### src/rtl/mdl_sdevlink_if.sv
// Signal bundle between the device OOB/detect models, mdl_sdevlink and the device link layer.
// master = environment side (drives i_*), slave = mdl_sdevlink (drives o_*).
interface mdl_sdevlink_if #(
  parameter int P_BITS  = 40,
  parameter int RETRY_W = 2
);
  logic               i_comreset;
  logic               i_comwake;
  logic               i_oob_done;
  logic [P_BITS-1:0]  i_rx_data;
  logic [P_BITS-1:0]  i_tx_data;
  logic               o_cominit;
  logic               o_comwake;
  logic               o_tx_oob;
  logic [P_BITS-1:0]  o_tx_data;
  logic               o_tx_ready;
  logic               o_link_up;
  logic               o_reset;
  logic               o_error;
  logic [RETRY_W-1:0] o_retries;

  modport master (
    output i_comreset, i_comwake, i_oob_done, i_rx_data, i_tx_data,
    input  o_cominit, o_comwake, o_tx_oob, o_tx_data, o_tx_ready,
           o_link_up, o_reset, o_error, o_retries
  );

  modport slave (
    input  i_comreset, i_comwake, i_oob_done, i_rx_data, i_tx_data,
    output o_cominit, o_comwake, o_tx_oob, o_tx_data, o_tx_ready,
           o_link_up, o_reset, o_error, o_retries
  );
endinterface

### src/rtl/mdl_sdevlink.sv
// Device-side SATA link bring-up: COMRESET -> COMINIT -> COMWAKE -> ALIGN/SYNC exchange -> READY.
// Define MDL_SDEVLINK_ALIGN_INSERT_EN to insert ALIGN pairs every ALIGN_INTV words in READY.
//
// state       | meaning
// IDLE        | line idle, waiting for host COMRESET
// SEND_INIT   | COMINIT burst requested, waiting for oob_done
// AWAIT_WAKE  | waiting for host COMWAKE; timeout retries COMINIT or goes to ERROR
// SEND_WAKE   | COMWAKE burst requested, waiting for oob_done
// AWAIT_ALIGN | sending ALIGN, waiting for an ALIGN word from the host
// AWAIT_SYNC  | sending SYNC, counting consecutive received SYNC words
// READY       | link up, link-layer words passed to the serialiser
// ERROR       | retries exhausted, held until COMRESET
module mdl_sdevlink #(
  parameter int NPRIM      = 1,
  parameter int TIMEOUT    = 1024,
  parameter int MAX_RETRY  = 3,
  parameter int SYNC_CNT   = 4,
  parameter int ALIGN_INTV = 256
) (
  input  logic          i_txclk,
  input  logic          i_reset,
  mdl_sdevlink_if.slave lnk
);
  localparam int P_BITS  = 40 * NPRIM;
  localparam int RETRY_W = (MAX_RETRY > 0) ? $clog2(MAX_RETRY + 1) : 1;
  localparam int TMR_W   = $clog2(TIMEOUT + 1);
  localparam int SCNT_W  = $clog2(SYNC_CNT + 1);

  localparam logic [TMR_W-1:0]   TMR_LAST  = TMR_W'(TIMEOUT - 1);
  localparam logic [TMR_W-1:0]   TMR_SAT   = TMR_W'(TIMEOUT);
  localparam logic [RETRY_W-1:0] RETRY_MAX = RETRY_W'(MAX_RETRY);
  localparam logic [SCNT_W-1:0]  SYNC_LAST = SCNT_W'(SYNC_CNT - 1);

  // 10-bit characters, first-transmitted character in the LSBs
  localparam logic [9:0] K28_5 = 10'b0011111010;
  localparam logic [9:0] K28_3 = 10'b0011110011;
  localparam logic [9:0] D10_2 = 10'b0101010101;
  localparam logic [9:0] D27_3 = 10'b1101100011;
  localparam logic [9:0] D21_5 = 10'b1010101010;
  localparam logic [9:0] D21_4 = 10'b1010101101;

  localparam logic [39:0] ALIGN_P = {D27_3, D10_2, D10_2, K28_5};
  localparam logic [39:0] SYNC_P  = {D21_5, D21_5, D21_4, K28_3};
  localparam logic [P_BITS-1:0] ALIGN_W = {NPRIM{ALIGN_P}};
  localparam logic [P_BITS-1:0] SYNC_W  = {NPRIM{SYNC_P}};

  typedef enum logic [2:0] {
    ST_IDLE,
    ST_SEND_INIT,
    ST_AWAIT_WAKE,
    ST_SEND_WAKE,
    ST_AWAIT_ALIGN,
    ST_AWAIT_SYNC,
    ST_READY,
    ST_ERROR
  } state_t;

  state_t            state;
  state_t            nxt;
  logic [TMR_W-1:0]  timer;
  logic [SCNT_W-1:0] sync_cnt;
  logic              tmo;
  logic              rx_align;
  logic              rx_sync;
  logic              sync_done;
  logic              retry;
  logic              tx_ready_nxt;

  assign tmo       = (timer == TMR_LAST);
  assign rx_align  = (lnk.i_rx_data == ALIGN_W);
  assign rx_sync   = (lnk.i_rx_data == SYNC_W);
  assign sync_done = rx_sync && (sync_cnt == SYNC_LAST);

  // COMRESET overrides every other event in every state
  always_comb begin
    nxt   = state;
    retry = 1'b0;
    if (lnk.i_comreset) begin
      nxt = ST_SEND_INIT;
    end else begin
      case (state)
        ST_SEND_INIT: if (lnk.i_oob_done) nxt = ST_AWAIT_WAKE;
        ST_AWAIT_WAKE: begin
          if (lnk.i_comwake) begin
            nxt = ST_SEND_WAKE;
          end else if (tmo) begin
            if (lnk.o_retries < RETRY_MAX) begin
              nxt   = ST_SEND_INIT;
              retry = 1'b1;
            end else begin
              nxt = ST_ERROR;
            end
          end
        end
        ST_SEND_WAKE: if (lnk.i_oob_done) nxt = ST_AWAIT_ALIGN;
        ST_AWAIT_ALIGN: begin
          if (rx_align)  nxt = ST_AWAIT_SYNC;
          else if (tmo)  nxt = ST_IDLE;
        end
        ST_AWAIT_SYNC: begin
          if (sync_done) nxt = ST_READY;
          else if (tmo)  nxt = ST_IDLE;
        end
        default: ;
      endcase
    end
  end

`ifdef MDL_SDEVLINK_ALIGN_INSERT_EN
  localparam int INS_W = (ALIGN_INTV > 1) ? $clog2(ALIGN_INTV) : 1;
  localparam logic [INS_W-1:0] INS_LAST = INS_W'(ALIGN_INTV - 1);

  logic [INS_W-1:0] ins_cnt;
  logic [1:0]       ins_left;
  logic             consume;
  logic             ins_start;

  assign consume   = (state == ST_READY) && lnk.o_tx_ready;
  assign ins_start = consume && (ins_cnt == INS_LAST);

  // ins_left counts the two ALIGN slots; both counters restart on READY entry
  always_ff @(posedge i_txclk) begin
    if (i_reset || state != ST_READY) begin
      ins_cnt  <= '0;
      ins_left <= '0;
    end else begin
      if (consume) ins_cnt <= ins_start ? '0 : ins_cnt + 1'b1;
      if (ins_start)            ins_left <= 2'd2;
      else if (ins_left != '0)  ins_left <= ins_left - 1'b1;
    end
  end

  assign tx_ready_nxt = (nxt == ST_READY) && !ins_start && (ins_left != 2'd2);
`else
  logic unused_intv;
  assign unused_intv  = (ALIGN_INTV != 0);
  assign tx_ready_nxt = (nxt == ST_READY);
`endif

  always_ff @(posedge i_txclk) begin
    if (i_reset) begin
      state          <= ST_IDLE;
      timer          <= '0;
      sync_cnt       <= '0;
      lnk.o_cominit  <= 1'b0;
      lnk.o_comwake  <= 1'b0;
      lnk.o_tx_oob   <= 1'b1;
      lnk.o_tx_data  <= '0;
      lnk.o_tx_ready <= 1'b0;
      lnk.o_link_up  <= 1'b0;
      lnk.o_error    <= 1'b0;
      lnk.o_retries  <= '0;
    end else begin
      state <= nxt;

      if (lnk.i_comreset || nxt != state) timer <= '0;
      else if (timer != TMR_SAT)          timer <= timer + 1'b1;

      if (state == ST_AWAIT_SYNC && rx_sync) sync_cnt <= sync_cnt + 1'b1;
      else                                   sync_cnt <= '0;

      if (lnk.i_comreset) lnk.o_retries <= '0;
      else if (retry)     lnk.o_retries <= lnk.o_retries + 1'b1;

      lnk.o_cominit  <= lnk.i_comreset || retry;
      lnk.o_comwake  <= (state == ST_AWAIT_WAKE) && (nxt == ST_SEND_WAKE);
      lnk.o_tx_oob   <= !(nxt inside {ST_AWAIT_ALIGN, ST_AWAIT_SYNC, ST_READY});
      lnk.o_link_up  <= (nxt == ST_READY);
      lnk.o_error    <= (nxt == ST_ERROR);
      lnk.o_tx_ready <= tx_ready_nxt;

      // a READY cycle without tx_ready is always an inserted ALIGN slot
      case (nxt)
        ST_AWAIT_ALIGN: lnk.o_tx_data <= ALIGN_W;
        ST_AWAIT_SYNC:  lnk.o_tx_data <= SYNC_W;
        ST_READY: begin
          if (state != ST_READY)    lnk.o_tx_data <= SYNC_W;
          else if (lnk.o_tx_ready)  lnk.o_tx_data <= lnk.i_tx_data;
          else                      lnk.o_tx_data <= ALIGN_W;
        end
        default:        lnk.o_tx_data <= '0;
      endcase
    end
  end

  assign lnk.o_reset = ~lnk.o_link_up;

endmodule

### src/flat_wrapper.sv
// flat-port wrapper written by rule: the top's interface ports become plain ports
module mdl_sdevlink_flat 
#(
  parameter int NPRIM      = 1,
  parameter int TIMEOUT    = 1024,
  parameter int MAX_RETRY  = 3,
  parameter int SYNC_CNT   = 4,
  parameter int ALIGN_INTV = 256
)
  (i_txclk, i_reset, lnk_i_comreset, lnk_i_comwake, lnk_i_oob_done, lnk_i_rx_data, lnk_i_tx_data, lnk_o_cominit, lnk_o_comwake, lnk_o_tx_oob, lnk_o_tx_data, lnk_o_tx_ready, lnk_o_link_up, lnk_o_reset, lnk_o_error, lnk_o_retries);
  mdl_sdevlink_if #(.P_BITS(40), .RETRY_W(2)) lnk_i ();
  input  logic i_txclk;
  input  logic i_reset;
  input wire logic [$bits(lnk_i.i_comreset)-1:0] lnk_i_comreset;
  input wire logic [$bits(lnk_i.i_comwake)-1:0] lnk_i_comwake;
  input wire logic [$bits(lnk_i.i_oob_done)-1:0] lnk_i_oob_done;
  input wire logic [$bits(lnk_i.i_rx_data)-1:0] lnk_i_rx_data;
  input wire logic [$bits(lnk_i.i_tx_data)-1:0] lnk_i_tx_data;
  output wire logic [$bits(lnk_i.o_cominit)-1:0] lnk_o_cominit;
  output wire logic [$bits(lnk_i.o_comwake)-1:0] lnk_o_comwake;
  output wire logic [$bits(lnk_i.o_tx_oob)-1:0] lnk_o_tx_oob;
  output wire logic [$bits(lnk_i.o_tx_data)-1:0] lnk_o_tx_data;
  output wire logic [$bits(lnk_i.o_tx_ready)-1:0] lnk_o_tx_ready;
  output wire logic [$bits(lnk_i.o_link_up)-1:0] lnk_o_link_up;
  output wire logic [$bits(lnk_i.o_reset)-1:0] lnk_o_reset;
  output wire logic [$bits(lnk_i.o_error)-1:0] lnk_o_error;
  output wire logic [$bits(lnk_i.o_retries)-1:0] lnk_o_retries;
  assign lnk_i.i_comreset = lnk_i_comreset;
  assign lnk_i.i_comwake = lnk_i_comwake;
  assign lnk_i.i_oob_done = lnk_i_oob_done;
  assign lnk_i.i_rx_data = lnk_i_rx_data;
  assign lnk_i.i_tx_data = lnk_i_tx_data;
  assign lnk_o_cominit = lnk_i.o_cominit;
  assign lnk_o_comwake = lnk_i.o_comwake;
  assign lnk_o_tx_oob = lnk_i.o_tx_oob;
  assign lnk_o_tx_data = lnk_i.o_tx_data;
  assign lnk_o_tx_ready = lnk_i.o_tx_ready;
  assign lnk_o_link_up = lnk_i.o_link_up;
  assign lnk_o_reset = lnk_i.o_reset;
  assign lnk_o_error = lnk_i.o_error;
  assign lnk_o_retries = lnk_i.o_retries;
  mdl_sdevlink #(.NPRIM(NPRIM), .TIMEOUT(TIMEOUT), .MAX_RETRY(MAX_RETRY), .SYNC_CNT(SYNC_CNT), .ALIGN_INTV(ALIGN_INTV)) u_core (.i_txclk(i_txclk), .i_reset(i_reset), .lnk(lnk_i));
endmodule
### config.mk
export PLATFORM = sky130hd
export DESIGN_NAME = mdl_sdevlink_flat
export DESIGN_NICKNAME = d
export VERILOG_FILES = /design/src/rtl/mdl_sdevlink_if.sv /design/src/rtl/mdl_sdevlink.sv /design/src/flat_wrapper.sv
export SDC_FILE = /design/constraint.sdc
export NUM_CORES = 1
export LEC_CHECK = 0
export CORE_MARGIN = 2
export CORE_UTILIZATION = 44
export CTS_CLUSTER_SIZE = 10
export DETAILED_ROUTE_END_ITERATION = 10
export GPL_ROUTABILITY_DRIVEN = 0
export PLACE_DENSITY = 0.87
export REMOVE_ABC_BUFFERS = 1
export SLEW_MARGIN = 20
export SYNTH_ARGS = -nofsm -noshare
export SYNTH_HDL_FRONTEND = slang
export SYNTH_SLANG_ARGS = --single-unit
### constraint.sdc
create_clock -name i_txclk -period 4.1 [get_ports i_txclk]
set_input_delay 1.025 -clock i_txclk [delete_from_list [all_inputs] [get_ports i_txclk]]
set_output_delay 1.025 -clock i_txclk [all_outputs]
set_load 0.05 [all_outputs]
==> metrics.csv <==
metric,value,unit
critPathBufInv,1,
wl_met3,581,um
rows,28,
highest_layer,met4,
cts_max_path_buffers,2,
max_stage_delay,0.47,ns
cts_tree,done,
yosys.area_share.xor_xnor,3.47,%
hold_class,reg -> reg,
power_leakage,1.62,nW
clk_latency,0.33,ns
routed_wl,7.59,mm
dieArea,6970,um2
cpLargestDelayFamily,simple AND/OR/NAND/NOR gates,
fill_cells,466,
path_class,in -> reg,
setup_tns,0,ns
h-tree-depth,3,
layout-drive-gt1-share,9.40,%
wl_per_cell,14.5,um
dr.pass1.iters,4,
cts.sinks,64,
status,"complete, no violations",
area_delta_synth_final,56.0,%
hold_viol_final,0,
io_pins,134,
synthMuxAreaShare,0.765,%
powerDensity,295,nW/um2
worstMarginPinSlew,0.726,ns
peakVddDrop,321,uV
met1_length,3.05,mm
finalClockSkew,0.00391,ns
io_buffers,133,
die_w,83.5,um
rsz0062_at_grt,false,
path_clk_slew,0.07,ns
hold_buffers,0,
worstPathArrival,3.52,ns
grt_max_degree,23,
fin_crit_sh,79.7,%
cpMaxStageDelayCell,clkdlybuf4s50_1,
final_nets,532,
start_kind,primary input,
routed-via-count,2764,
synth_top_area_share,46.1,%
layout_common_cells,"133 x clkdlybuf4s50_1, 64 x dfxtp_1, 37 x nor2_1",
synth.avg_cell_area,8.91,um2
synth_area_leaders,"dfxtp_1 46%, a21oi_1 5.0%, o21ai_0 5.0%",
synthSimpleGateAreaFrac,25.4,%
syn_inst,312,
maxCapViolations,0,
antenna_found_initial,0,
fin_crit,3.27,ns
slew_headroom,51.4,%
fmax,306,MHz
synth_fa_ha_area_share,2.25,%
numCtsBuffers,9,
crit_fanout,19,
drv_slew,0,
initial_core_util,46.1,%
synth_area,2780,um2
synth_top_area_cell,dfxtp_1,
synth_top_family_by_area,simple AND/OR/NAND/NOR gates,
ys_types,54,
synth_seq_area_share,46.1,%
synth-compound-area-share,16.4,%
ant_nets,0,
viasPerCell,5.30,
core_area,6030,um2
ys_warn_count,0,
grt_remaining_overflow,0,
cp.required,4.36,ns
grt.total_usage,22.1,%
dp_hpwl,5.68,mm
final_area,4330,um2
synthFlopType,dfxtp_1,
die_y,83.5,um
async_flop_share,0,%
synth_edf_count,0,
place_area,4140,um2
layout_commonest_cell,clkdlybuf4s50_1,
endpoint_kind,flip-flop,
drt_iter0_drc,145,
grt_pass1_vias,2764,
ys_ff_latch,64,
clockRootBuffer,clkbuf_8,
wl_met2,3.87,mm
cts_resized,0,
remaining_drc_errors,0,
setup_viol,0,
diodes,0,
worstPathCellList,"clkdlybuf4s50_1, nor4bb_1, nand4_1, nor4_1, o211a_2, o211ai_2, or2_1, o21ai_0",
grt_pass1_wl,12.5,mm
post_cts_buffers,0,
[power breakdown]
part / leakage (nW) / internal (W) / switching, W
Clock: 0.0916 / 0.000280 / 0.000242
Combinational: 1.02 / 0.0000876 / 0.0000407
Sequential: 0.516 / 0.000625 / 0.00000481
Total: 1.62 / 0.000992 / 0.000288
[metrics by stage]
step / total power [W] / util (%) / worst slack, ns / hold slack (ns) / instances
after floorplan: 0.000674 / - / 0.952 / 0.399 / 293
after global placement: 0.000769 / 68.7 / 0.578 / 0.408 / 506
after detailed placement: 0.000770 / 68.7 / 0.481 / 0.415 / 506
after CTS: 0.00129 / 71.9 / 0.855 / 0.425 / 522
after global routing: 0.00133 / 71.9 / 0.519 / 0.444 / 522
final: 0.00128 / 71.9 / 0.834 / 0.423 / 522
[final cells by class]
class / count / area, um2 / area share, %
inverter: 14 / 52.6 / 1.21
multi-input combinational: 215 / 1340 / 31.0
clock buffer: 9 / 124 / 2.86
clock inverter: 7 / 71.3 / 1.65
tap: 75 / 93.8 / 2.17
sequential: 64 / 1280 / 29.6
timing repair buffer: 138 / 1370 / 31.6
[metal layers]
metal,GRT usage (%),vias to the layer above
li1,-,1376
met1,25.2,1269
met2,38.4,112
met3,8.31,7
met4,6.60,0
met5,0,-
[flip-flops by register name, indices dropped and copies added, names as in the netlist]
signal,count
u_core.state,3
u_core.lnk.o_tx_data,40
u_core.lnk.o_tx_ready,1
u_core.lnk.o_retries,2
u_core.lnk.o_error,1
u_core.timer,11
u_core.sync_cnt,3
u_core.lnk.o_cominit,1
u_core.lnk.o_comwake,1
u_core.lnk.o_tx_oob,1
[cell families after synthesis]
family | count (synthesis)
xor+xnor | 11
fa+ha+maj | 5
flops | 64
buf+inv | 33
mux | 2
simple gates | 119
compound gates | 78
[worst reg2reg max path, delay by kind of cell (launching register included)]
family / cells / cell delay, ns
AND/OR/NAND/NOR: 3 / 1.24
flip-flops: 1 / 0.39
AO/OA/AOI/OAI: 3 / 0.79
adder cells (fa/ha/maj): 1 / 0.25
[worst paths after layout]
kind,start,to,slack (ns),cells past startpoint
setup / recovery,lnk_i_rx_data[21],u_core.lnk.o_tx_data[23],0.83,8
hold / removal,u_core.sync_cnt[0],u_core.sync_cnt[0],0.42,1
setup reg to reg,u_core.timer[0],u_core.lnk.o_tx_data[23],1.29,7
hold reg to reg,u_core.sync_cnt[0],u_core.sync_cnt[0],0.42,1
[Yosys cell counts (5+ instances only)]
cell type  count
nor4_1        12
xnor2_1        5
o21ai_1        7
dfxtp_1       64
xor2_1         6
nand3_1       10
nand2_1       17
nor2_1        37
a21oi_1       28
o21ai_0       28
ha_1           5
inv_1         14
clkbuf_1      10
nor3_1         5
No activity file was read; power rests on OpenSTA's default activity.
